[src/rtl/fetch_unit_if.sv]
// Fetch unit bus bundle: memory read port, decoder port, and control-unit
// redirect/halt signals. The fetch unit is the master; memory, decoder and
// control unit together form the slave side.
interface fetch_unit_if;
    logic        mem_req;
    logic [31:0] mem_addr;
    logic        mem_ready;
    logic        mem_rvalid;
    logic [31:0] mem_rdata;
    logic        instr_valid;
    logic [31:0] instr;
    logic [31:0] instr_pc;
    logic        instr_ready;
    logic        redirect_valid;
    logic [31:0] redirect_pc;
    logic        halt_req;
    logic        halted;

    modport master (
        output mem_req, mem_addr, instr_valid, instr, instr_pc, halted,
        input  mem_ready, mem_rvalid, mem_rdata, instr_ready,
               redirect_valid, redirect_pc, halt_req
    );

    modport slave (
        input  mem_req, mem_addr, instr_valid, instr, instr_pc, halted,
        output mem_ready, mem_rvalid, mem_rdata, instr_ready,
               redirect_valid, redirect_pc, halt_req
    );
endinterface

[src/rtl/fetch_unit.sv]
// Instruction fetch unit: issues in-order word reads, buffers returned
// instructions with their PC in a small FIFO, discards responses that belong
// to a flushed stream after a redirect, and drains to a halted state.
module fetch_unit #(
    parameter logic [31:0] RESET_PC = 32'h0000_0000,
    parameter int unsigned DEPTH    = 2
) (
    input  logic         clk,
    input  logic         rst,
    fetch_unit_if.master bus
);
    localparam int unsigned CW = $clog2(DEPTH + 1);
    localparam int unsigned AW = (DEPTH > 1) ? $clog2(DEPTH) : 1;
    localparam int unsigned SW = CW + 2;

    typedef enum logic [1:0] {
        RUN    = 2'd0,
        DRAIN  = 2'd1,
        HALTED = 2'd2
    } state_t;

    state_t        state_q, state_d;
    logic [31:0]   pc_q;        // address of the next request
    logic [31:0]   resp_pc_q;   // PC of the next response that will be kept
    logic [CW-1:0] outstanding_q, outstanding_d;
    logic [CW-1:0] discard_q, discard_d;
    logic [CW-1:0] count_q, count_d;
    logic [AW-1:0] head_q, tail_q;
    logic [31:0]   fifo_instr [DEPTH];
    logic [31:0]   fifo_pc    [DEPTH];

    logic [SW-1:0] in_flight;
    logic [SW-1:0] busy;
    logic [31:0]   redirect_target;
    logic          redirect;
    logic          req;
    logic          accept;
    logic          resp;
    logic          resp_keep;
    logic          push;
    logic          pop;

    function automatic logic [AW-1:0] next_ptr(input logic [AW-1:0] p);
        return (p == AW'(DEPTH - 1)) ? '0 : p + AW'(1);
    endfunction

    // Handshake qualification and counter next-values for this cycle.
    always_comb begin
        // NOTE: every signal gets a default at the top so no path leaves it
        // unassigned; a missing default in always_comb infers a latch.
        outstanding_d   = outstanding_q;
        discard_d       = discard_q;
        count_d         = count_q;

        in_flight       = SW'(outstanding_q) + SW'(discard_q);
        busy            = in_flight + SW'(count_q);
        redirect_target = bus.redirect_pc & 32'hFFFF_FFFC;
        redirect        = (state_q == RUN) && bus.redirect_valid;
        req             = !rst && (state_q == RUN) && !bus.redirect_valid
                          && (busy < SW'(DEPTH));
        accept          = req && bus.mem_ready;
        // A response with nothing in flight is stale (e.g. from before reset).
        resp            = bus.mem_rvalid && (in_flight != '0);
        // Responses are in order, so discards (older stream) come back first.
        resp_keep       = resp && (discard_q == '0);
        push            = resp_keep && !redirect;
        // The FIFO is frozen once halted.
        pop             = (count_q != '0) && bus.instr_ready
                          && (state_q != HALTED) && !redirect;

        if (redirect) begin
            // Everything still in flight, minus a response arriving now,
            // belongs to the flushed stream.
            outstanding_d = '0;
            discard_d     = CW'(in_flight - SW'(resp));
            count_d       = '0;
        end else begin
            if (resp && !resp_keep) begin
                discard_d = discard_q - CW'(1);
            end
            outstanding_d = outstanding_q + CW'(accept) - CW'(resp_keep);
            count_d       = count_q + CW'(push) - CW'(pop);
        end
    end

    // FSM next state: RUN -> DRAIN on halt, DRAIN -> HALTED once nothing is in flight.
    always_comb begin
        state_d = state_q;
        unique case (state_q)
            RUN:     if (bus.halt_req) state_d = DRAIN;
            DRAIN:   if (in_flight == '0) state_d = HALTED;
            HALTED:  state_d = HALTED;
            default: state_d = RUN;
        endcase
    end

    // FSM state register.
    always_ff @(posedge clk) begin
        // NOTE: sequential state uses non-blocking assignments so every
        // register samples pre-edge values regardless of statement order.
        if (rst) state_q <= RUN;
        else     state_q <= state_d;
    end

    // Fetch PC, response PC, counters and FIFO pointers.
    always_ff @(posedge clk) begin
        if (rst) begin
            pc_q          <= RESET_PC;
            resp_pc_q     <= RESET_PC;
            outstanding_q <= '0;
            discard_q     <= '0;
            count_q       <= '0;
            head_q        <= '0;
            tail_q        <= '0;
        end else begin
            outstanding_q <= outstanding_d;
            discard_q     <= discard_d;
            count_q       <= count_d;
            if (redirect) begin
                pc_q      <= redirect_target;
                resp_pc_q <= redirect_target;
                head_q    <= '0;
                tail_q    <= '0;
            end else begin
                if (accept) pc_q      <= pc_q + 32'd4;
                if (push)   resp_pc_q <= resp_pc_q + 32'd4;
                if (push)   tail_q    <= next_ptr(tail_q);
                if (pop)    head_q    <= next_ptr(head_q);
            end
        end
    end

    // FIFO storage, written on each kept response.
    always_ff @(posedge clk) begin
        // NOTE: storage is deliberately not reset; the count gates validity,
        // so stale contents are never visible and the array stays plain RAM.
        if (push && !rst) begin
            fifo_instr[tail_q] <= bus.mem_rdata;
            fifo_pc[tail_q]    <= resp_pc_q;
        end
    end

    // Outputs: request from the issue logic, decoder view from the FIFO head.
    always_comb begin
        bus.mem_req     = req;
        bus.mem_addr    = pc_q;
        bus.instr_valid = (count_q != '0);
        bus.instr       = '0;
        bus.instr_pc    = '0;
        if (count_q != '0) begin
            bus.instr    = fifo_instr[head_q];
            bus.instr_pc = fifo_pc[head_q];
        end
        bus.halted      = (state_q == HALTED);
    end
endmodule

[src/flat_wrapper.sv]
// flat-port wrapper written by rule: the top's interface ports become plain ports
module fetch_unit_flat 
#(
    parameter logic [31:0] RESET_PC = 32'h0000_0000,
    parameter int unsigned DEPTH    = 2
)
  (clk, rst, bus_mem_req, bus_mem_addr, bus_instr_valid, bus_instr, bus_instr_pc, bus_halted, bus_mem_ready, bus_mem_rvalid, bus_mem_rdata, bus_instr_ready, bus_redirect_valid, bus_redirect_pc, bus_halt_req);
  fetch_unit_if bus_i ();
  input  logic clk;
  input  logic rst;
  output wire logic [$bits(bus_i.mem_req)-1:0] bus_mem_req;
  output wire logic [$bits(bus_i.mem_addr)-1:0] bus_mem_addr;
  output wire logic [$bits(bus_i.instr_valid)-1:0] bus_instr_valid;
  output wire logic [$bits(bus_i.instr)-1:0] bus_instr;
  output wire logic [$bits(bus_i.instr_pc)-1:0] bus_instr_pc;
  output wire logic [$bits(bus_i.halted)-1:0] bus_halted;
  input wire logic [$bits(bus_i.mem_ready)-1:0] bus_mem_ready;
  input wire logic [$bits(bus_i.mem_rvalid)-1:0] bus_mem_rvalid;
  input wire logic [$bits(bus_i.mem_rdata)-1:0] bus_mem_rdata;
  input wire logic [$bits(bus_i.instr_ready)-1:0] bus_instr_ready;
  input wire logic [$bits(bus_i.redirect_valid)-1:0] bus_redirect_valid;
  input wire logic [$bits(bus_i.redirect_pc)-1:0] bus_redirect_pc;
  input wire logic [$bits(bus_i.halt_req)-1:0] bus_halt_req;
  assign bus_mem_req = bus_i.mem_req;
  assign bus_mem_addr = bus_i.mem_addr;
  assign bus_instr_valid = bus_i.instr_valid;
  assign bus_instr = bus_i.instr;
  assign bus_instr_pc = bus_i.instr_pc;
  assign bus_halted = bus_i.halted;
  assign bus_i.mem_ready = bus_mem_ready;
  assign bus_i.mem_rvalid = bus_mem_rvalid;
  assign bus_i.mem_rdata = bus_mem_rdata;
  assign bus_i.instr_ready = bus_instr_ready;
  assign bus_i.redirect_valid = bus_redirect_valid;
  assign bus_i.redirect_pc = bus_redirect_pc;
  assign bus_i.halt_req = bus_halt_req;
  fetch_unit #(.RESET_PC(RESET_PC), .DEPTH(DEPTH)) u_core (.clk(clk), .rst(rst), .bus(bus_i));
endmodule
[config.mk]
export PLATFORM = sky130hd
export DESIGN_NAME = fetch_unit_flat
export DESIGN_NICKNAME = d
export VERILOG_FILES = /design/src/rtl/fetch_unit_if.sv /design/src/rtl/fetch_unit.sv /design/src/flat_wrapper.sv
export SDC_FILE = /design/constraint.sdc
export NUM_CORES = 1
export LEC_CHECK = 0
export ABC_AREA = 1
export ABC_CLOCK_PERIOD_IN_PS = 14200
export CORE_MARGIN = 3
export CORE_UTILIZATION = 55
export CTS_CLUSTER_DIAMETER = 100
export DETAILED_ROUTE_END_ITERATION = 7
export PLACE_DENSITY_LB_ADDON = 0.2
export RECOVER_POWER = 100
export SLEW_MARGIN = 30
export SYNTH_ARGS = -nofsm -noshare
export SYNTH_HDL_FRONTEND = slang
export SYNTH_SLANG_ARGS = --single-unit
[constraint.sdc]
create_clock -name clk -period 14.2 [get_ports clk]
set_input_delay 2.84 -clock clk [delete_from_list [all_inputs] [get_ports clk]]
set_output_delay 2.84 -clock clk [all_outputs]
set_load 0.02 [all_outputs]
Word level (Yosys, flattened, before mapping)
Memories as Yosys holds them, arrays and structs flattened. A register that Yosys moved wholly into a read port is not among the register bits.
Index checks and enable logic that the tools add are counted.
{ "totals": {"n_memories": 2, "ramBits": 128, "inputBits": 71, "register_bits": 74, "elab_cells": 76} }
{ "memory_table": {"columns": ["memory", "words", "width", "rd", "rd_clocked_by_memory_dff", "wr", "line_no", "rtl"], "rows": [
  ["u_core.fifo_instr", 2, 32, 1, 1, 1, "fetch_unit.sv:29", "logic [31:0] fifo_instr [DEPTH];"],
  ["u_core.fifo_pc", 2, 32, 1, 1, 1, "fetch_unit.sv:30", "logic [31:0] fifo_pc [DEPTH];"]
]} }
{ "op_classes": {"n_reduce_logical": 27, "n_lt_le_gt_ge": 1, "muxes": 19, "n_addsub": 12, "eq_ne": 5} }
{ "op_table": {"columns": ["cell", "count"], "rows": [
  ["$mux 32", 6],
  ["$add 32x3->32 const B", 2],
  ["$logic_and 1x1->1", 13],
  ["$mux 1", 8],
  ["$mux 2", 4],
  ["$reduce_bool 2->1", 4],
  ["$pmux 2 s3", 1],
  ["$sub 2x1->2", 3],
  ["$add 2x1->2", 2],
  ["$add 3x2->4", 1],
  ["$logic_not 1->1", 4],
  ["$logic_not 2->1", 2],
  ["$logic_not 4->1", 1],
  ["$lt 4x2->1 const B", 1],
  ["$ne 2x2->1 const B", 2],
  ["$reduce_bool 4->1", 1],
  ["$add 2x2->3", 1],
  ["$add 1x1->1 const B", 2],
  ["$eq 2x1->1 const B", 1],
  ["$eq 2x2->1 const B", 1],
  ["$ne 2x1->1 const B", 1],
  ["$reduce_and 2->1", 1],
  ["$reduce_or 2->1", 1],
  ["$sub 2x1->2 const B", 1]
]} }

Logic depth before layout (Yosys ltp)
{ "logic_depth": {"ltp_word": 8, "mapped_depth": 15, "ltp_nobuf": 14} }

Least setup slack after synthesis
OpenSTA, ideal clock, no wires.
{ "synth_timing": {"path_type": "in2reg", "startpoint": "in bus_redirect_valid", "endpoint": "mem u_core.fifo_instr[0][0], enable pin", "required_ps": 13642, "path_slack_ps": 5906, "t_arrival_ps": 7736, "path_buffers": 0, "path_stages": 5, "cell_sequence": "nand2_2 > inv_2 > nor2_1 > inv_2 > nor3_1"} }
{ "synth_between": {"elab_chain_len": 6} }
{ "synth_lines": {"columns": ["item", "line_no", "rtl"], "rows": [
  ["from (decl)", "flat_wrapper.sv:21", "input wire logic [$bits(bus_i.redirect_valid)-1:0] bus_redirect_valid;"],
  ["$logic_and 1x1->1", "fetch_unit.sv:58", "redirect = (state_q == RUN) && bus.redirect_valid;"],
  ["$logic_not 1->1", "fetch_unit.sv:66", "push = resp_keep && !redirect;"],
  ["$logic_and 1x1->1", "fetch_unit.sv:66", null],
  ["$logic_and 1x1->1", "fetch_unit.sv:137", "if (push && !rst) begin"],
  ["$mux 1", "fetch_unit.sv:137", null],
  ["$mux 1 (not written as such)", "fetch_unit.sv:138", "fifo_instr[tail_q] <= bus.mem_rdata;"],
  ["to (decl)", "fetch_unit.sv:29", null]
]} }
No other way between the ends.

Final worst setup path
{ "layout_timing": {"startpoint": "in bus_redirect_valid", "endpoint": "reg u_core.resp_pc_q[20]"} }
{ "layout_between": {"elab_chain_len": 4, "word_cells_on_any_way": 5, "classes_between": "1 x mux; 4 x reduce/logical"} }
{ "layout_lines": {"columns": ["item", "line_no", "rtl"], "rows": [
  ["$logic_and 1x1->1 *", "fetch_unit.sv:58", null],
  ["$logic_not 1->1", "fetch_unit.sv:66", null],
  ["$logic_and 1x1->1", "fetch_unit.sv:66", null],
  ["$reduce_bool 2->1 (no line)", null, null],
  ["to (signal assigned)", "fetch_unit.sv:121", "resp_pc_q <= redirect_target;"],
  ["to (signal assigned)", "fetch_unit.sv:126", "if (push) resp_pc_q <= resp_pc_q + 32'd4;"],
  ["to (decl)", "fetch_unit.sv:24", "logic [31:0] resp_pc_q;"]
]} }
Every way passes the cells marked *; elsewhere a longest branch is shown, timed or not.
A chain may end at the register's enable or synchronous reset.

==> summary.md <==
| Metric | Value |
|---|---|
| Max-capacitance violation count | 5 |
| Drt drc | 0 |
| Die H | 139 um |
| Layout cells sized above 1 | 0.0539 |
| DIE WIDTH | 139 um |
| Failing checks | max-capacitance violations, max-slew violations |
| Top-area cell type share of the netlist area | 0.382 |
| Setup crit start kind | input port |
| Distinct cells, synth | 36 |
| CTS buffer count | 17 |
| Post-layout instance area | 0.0120 mm^2 |
| TritonRoute pass-1 iters | 5 |
| Final Cycle Share | 0.616 |
| Setup bufs post-CTS | 0 |
| Largest net degree at the start of global routing | 85 |
| Starting DRT DRC Count | 527 |
| Worst min-delay path category | reg2reg |
| FFs w/ async S/R, synth | 0 |
| # setup viols final | 0 |
| TNS Setup | 0 ns |
| Initial antenna violation count | 0 |
| Total gr overflow | 0 |
| FILL cells | 1404 |
| Clock latency on the worst-skew pair | 0.44 ns |
| Starting Density | 0.563 |
| Wirelength per Cell | 15.0 um |
| I/O Pins | 170 |
| First-pass GRT wire length | 38700 um |
| Peak supply drop | 106 uV |
| CTS Hold Bufs | 0 |
| Core Footprint | 0.0173 mm^2 |
| Clock buffer depth | 2 |
| Clock Skew | 0.0201 ns |
| Crit Path Max Fanout | 84 |
| Most area-hungry cell type in the Yosys netlist | edfxtp_1 |
| Clock root buffer | clkbuf_16 |
| Fin. max-slew vios | 333 |
| DR vias | 8425 |
| Power Dens Cells | 178 mW/mm^2 |
| Final layout net count | 1411 |
| Mapped Cells | 1187 |
| Arr. time, crit path | 9.09 ns |
| Mapped Area | 0.00975 mm^2 |
| Number of flops mapped to enable cells by yosys | 124 |
| RSZ-0062 raised after global routing | no |
| Yosys reg bits | 195 |
| Post-route ant nets | 0 |
| Headroom to the max-slew limit | -1.43 |
| DR vias/cell | 5.39 |
| CTS tree | done |
| CTS HTree Levels | 4 |
| Placed Instance Area | 0.0115 mm^2 |
| Syn. warnings | 0 |
| Fmax | 114 MHz |
| Routed WL | 23500 um |
| Sequential cell area fraction in the yosys report | 0.528 |
| Crit Path Class | in2reg |
| Cell Rows | 48 |
| GRT Total Usage | 0.243 |
| Area grow syn2layout | 23.2% |
| Clk pin slew, worst setup/hold paths | 0.07 ns |
| Port Buffers | 163 |
| Worst slew pin tran | 3.64 ns |
| Main synth FF type | edfxtp_1 |
| Crit path required time | 14.54 ns |
| Leakage | 4.86 nW |
| Die Area | 0.0194 mm^2 |
| Status | finished with violations |
| Resized cells post-CTS | 0 |
| Hold Vio Cnt, Final | 0 |
| Fin crit period | 8.75 ns |
| Vias in the first global route | 7884 |
| Clock Sinks | 195 |
| Avg Cell Area, Syn | 8.21 um^2 |
| Count leader, synth | nand2_1 |
| Share of the core filled with cells | 0.694 |
| Synth top area cells | edfxtp_1 38%, dfxtp_1 15%, nand2_1 13% |
| Element type at the critical path end | flop |
| Dpl hpwl | 15500 um |
| Min Hold Slack | 0.524 ns |
| Synth top cells by count | 343 x nand2_1, 135 x nor2_1, 124 x edfxtp_1, 122 x a21oi_1, 91 x inv_1 |
| Placer Congestion | 0.887 |
metrics by stage:
stage	worst slack, ns	total power (W)	std cells
6_report	5.45	0.00213	1564
5_1_grt	5.02	0.00227	1562
4_1_cts	6.79	0.00216	1562
3_5_place_dp	6.79	0.00169	1530
3_3_place_gp	6.80	0.00166	1530
2_1_floorplan	5.91	0.00137	1190
logic make-up after synthesis:
group | Yosys count | share of synthesized area
compound gates | 200 | 0.108
buf+inv | 149 | 0.0638
xor+xnor | 8 | 0.00719
other cells | 1 | 0.000385
fa+ha+maj | 16 | 0.0221
flops | 195 | 0.528
simple gates | 618 | 0.271
report_power, final:
group          switching [W]  internal, W
registers           0.000107     0.000725
clock network       0.000214     0.000263
logic               0.000522     0.000301
cell usage in the layout, fill, tap and decap left out, types with 2 or more instances in the layout:
cell type and count:
a21oi_1 126, a31oi_1 3, and2_1 4, bufinv_16 2, clkbuf_1 6, clkbuf_16 17, clkdlybuf4s50_1 35, clkinv_2 2
clkinvlp_4 3, conb_1 4, dfxtp_1 70, diode_2 2, dlygate4sd3_1 128, edfxtp_1 124, fa_1 2, ha_1 14
inv_1 94, inv_6 3, inv_8 2, nand2_1 345, nand2_2 6, nand2_4 2, nand3_1 89, nand3_2 3
nand4_1 3, nor2_1 135, nor2_2 8, nor2_4 13, nor3_1 3, o211ai_1 2, o21ai_0 58, o21bai_1 6
o22ai_1 3, or2_2 5, xnor2_1 3, xor2_1 5
routing by layer:
metal | global-route usage | wire [um] | up-vias
met1 | 0.339 | 10400 | 3912
met3 | 0.0452 | 1540 | 35
met5 | 0 | 0 | -
met2 | 0.390 | 11100 | 303
met4 | 0.0726 | 391 | 0
li1 | - | - | 4175
worst max-delay path: stages:
cell and delay (ns):
dlygate4sd3_1 0.57, nand2_1 0.40, clkbuf_1 2.60, nand2_1 1.51, inv_1 0.83, nor2_1 0.14
a21oi_1 0.18
flip-flops by register name (all words and copies together), names as in the netlist, named ones only:
register,cells
u_core.state_q,2
u_core.discard_q,2
u_core.head_q,1
u_core.resp_pc_q,30
u_core.fifo_pc,60
u_core.count_q,2
u_core.fifo_instr,64
u_core.outstanding_q,2
u_core.tail_q,1
u_core.bus.mem_addr,30
path summary, 6_finish.rpt:
kind,start,to,slack [ns],depth (start not counted)
hold reg to reg,u_core.head_q,u_core.head_q,0.52,2
setup reg to reg,u_core.state_q[0],u_core.resp_pc_q[20],7.79,8
hold / removal,u_core.head_q,u_core.head_q,0.52,2
setup / recovery,bus_redirect_valid,u_core.resp_pc_q[20],5.45,7
final cells by class:
cell class,instances,area [um^2],share of cell area
Antenna cell,2,5.00,0.000417
Sequential cell,195,5150,0.429
Multi-Input combinational cell,846,3980,0.331
Timing Repair Buffer,168,1650,0.138
Inverter,96,363,0.0302
Clock inverter,13,150,0.0125
Clock buffer,19,433,0.0361
Tap cell,225,282,0.0234
Note: power is estimated with default switching activity, not from simulation.
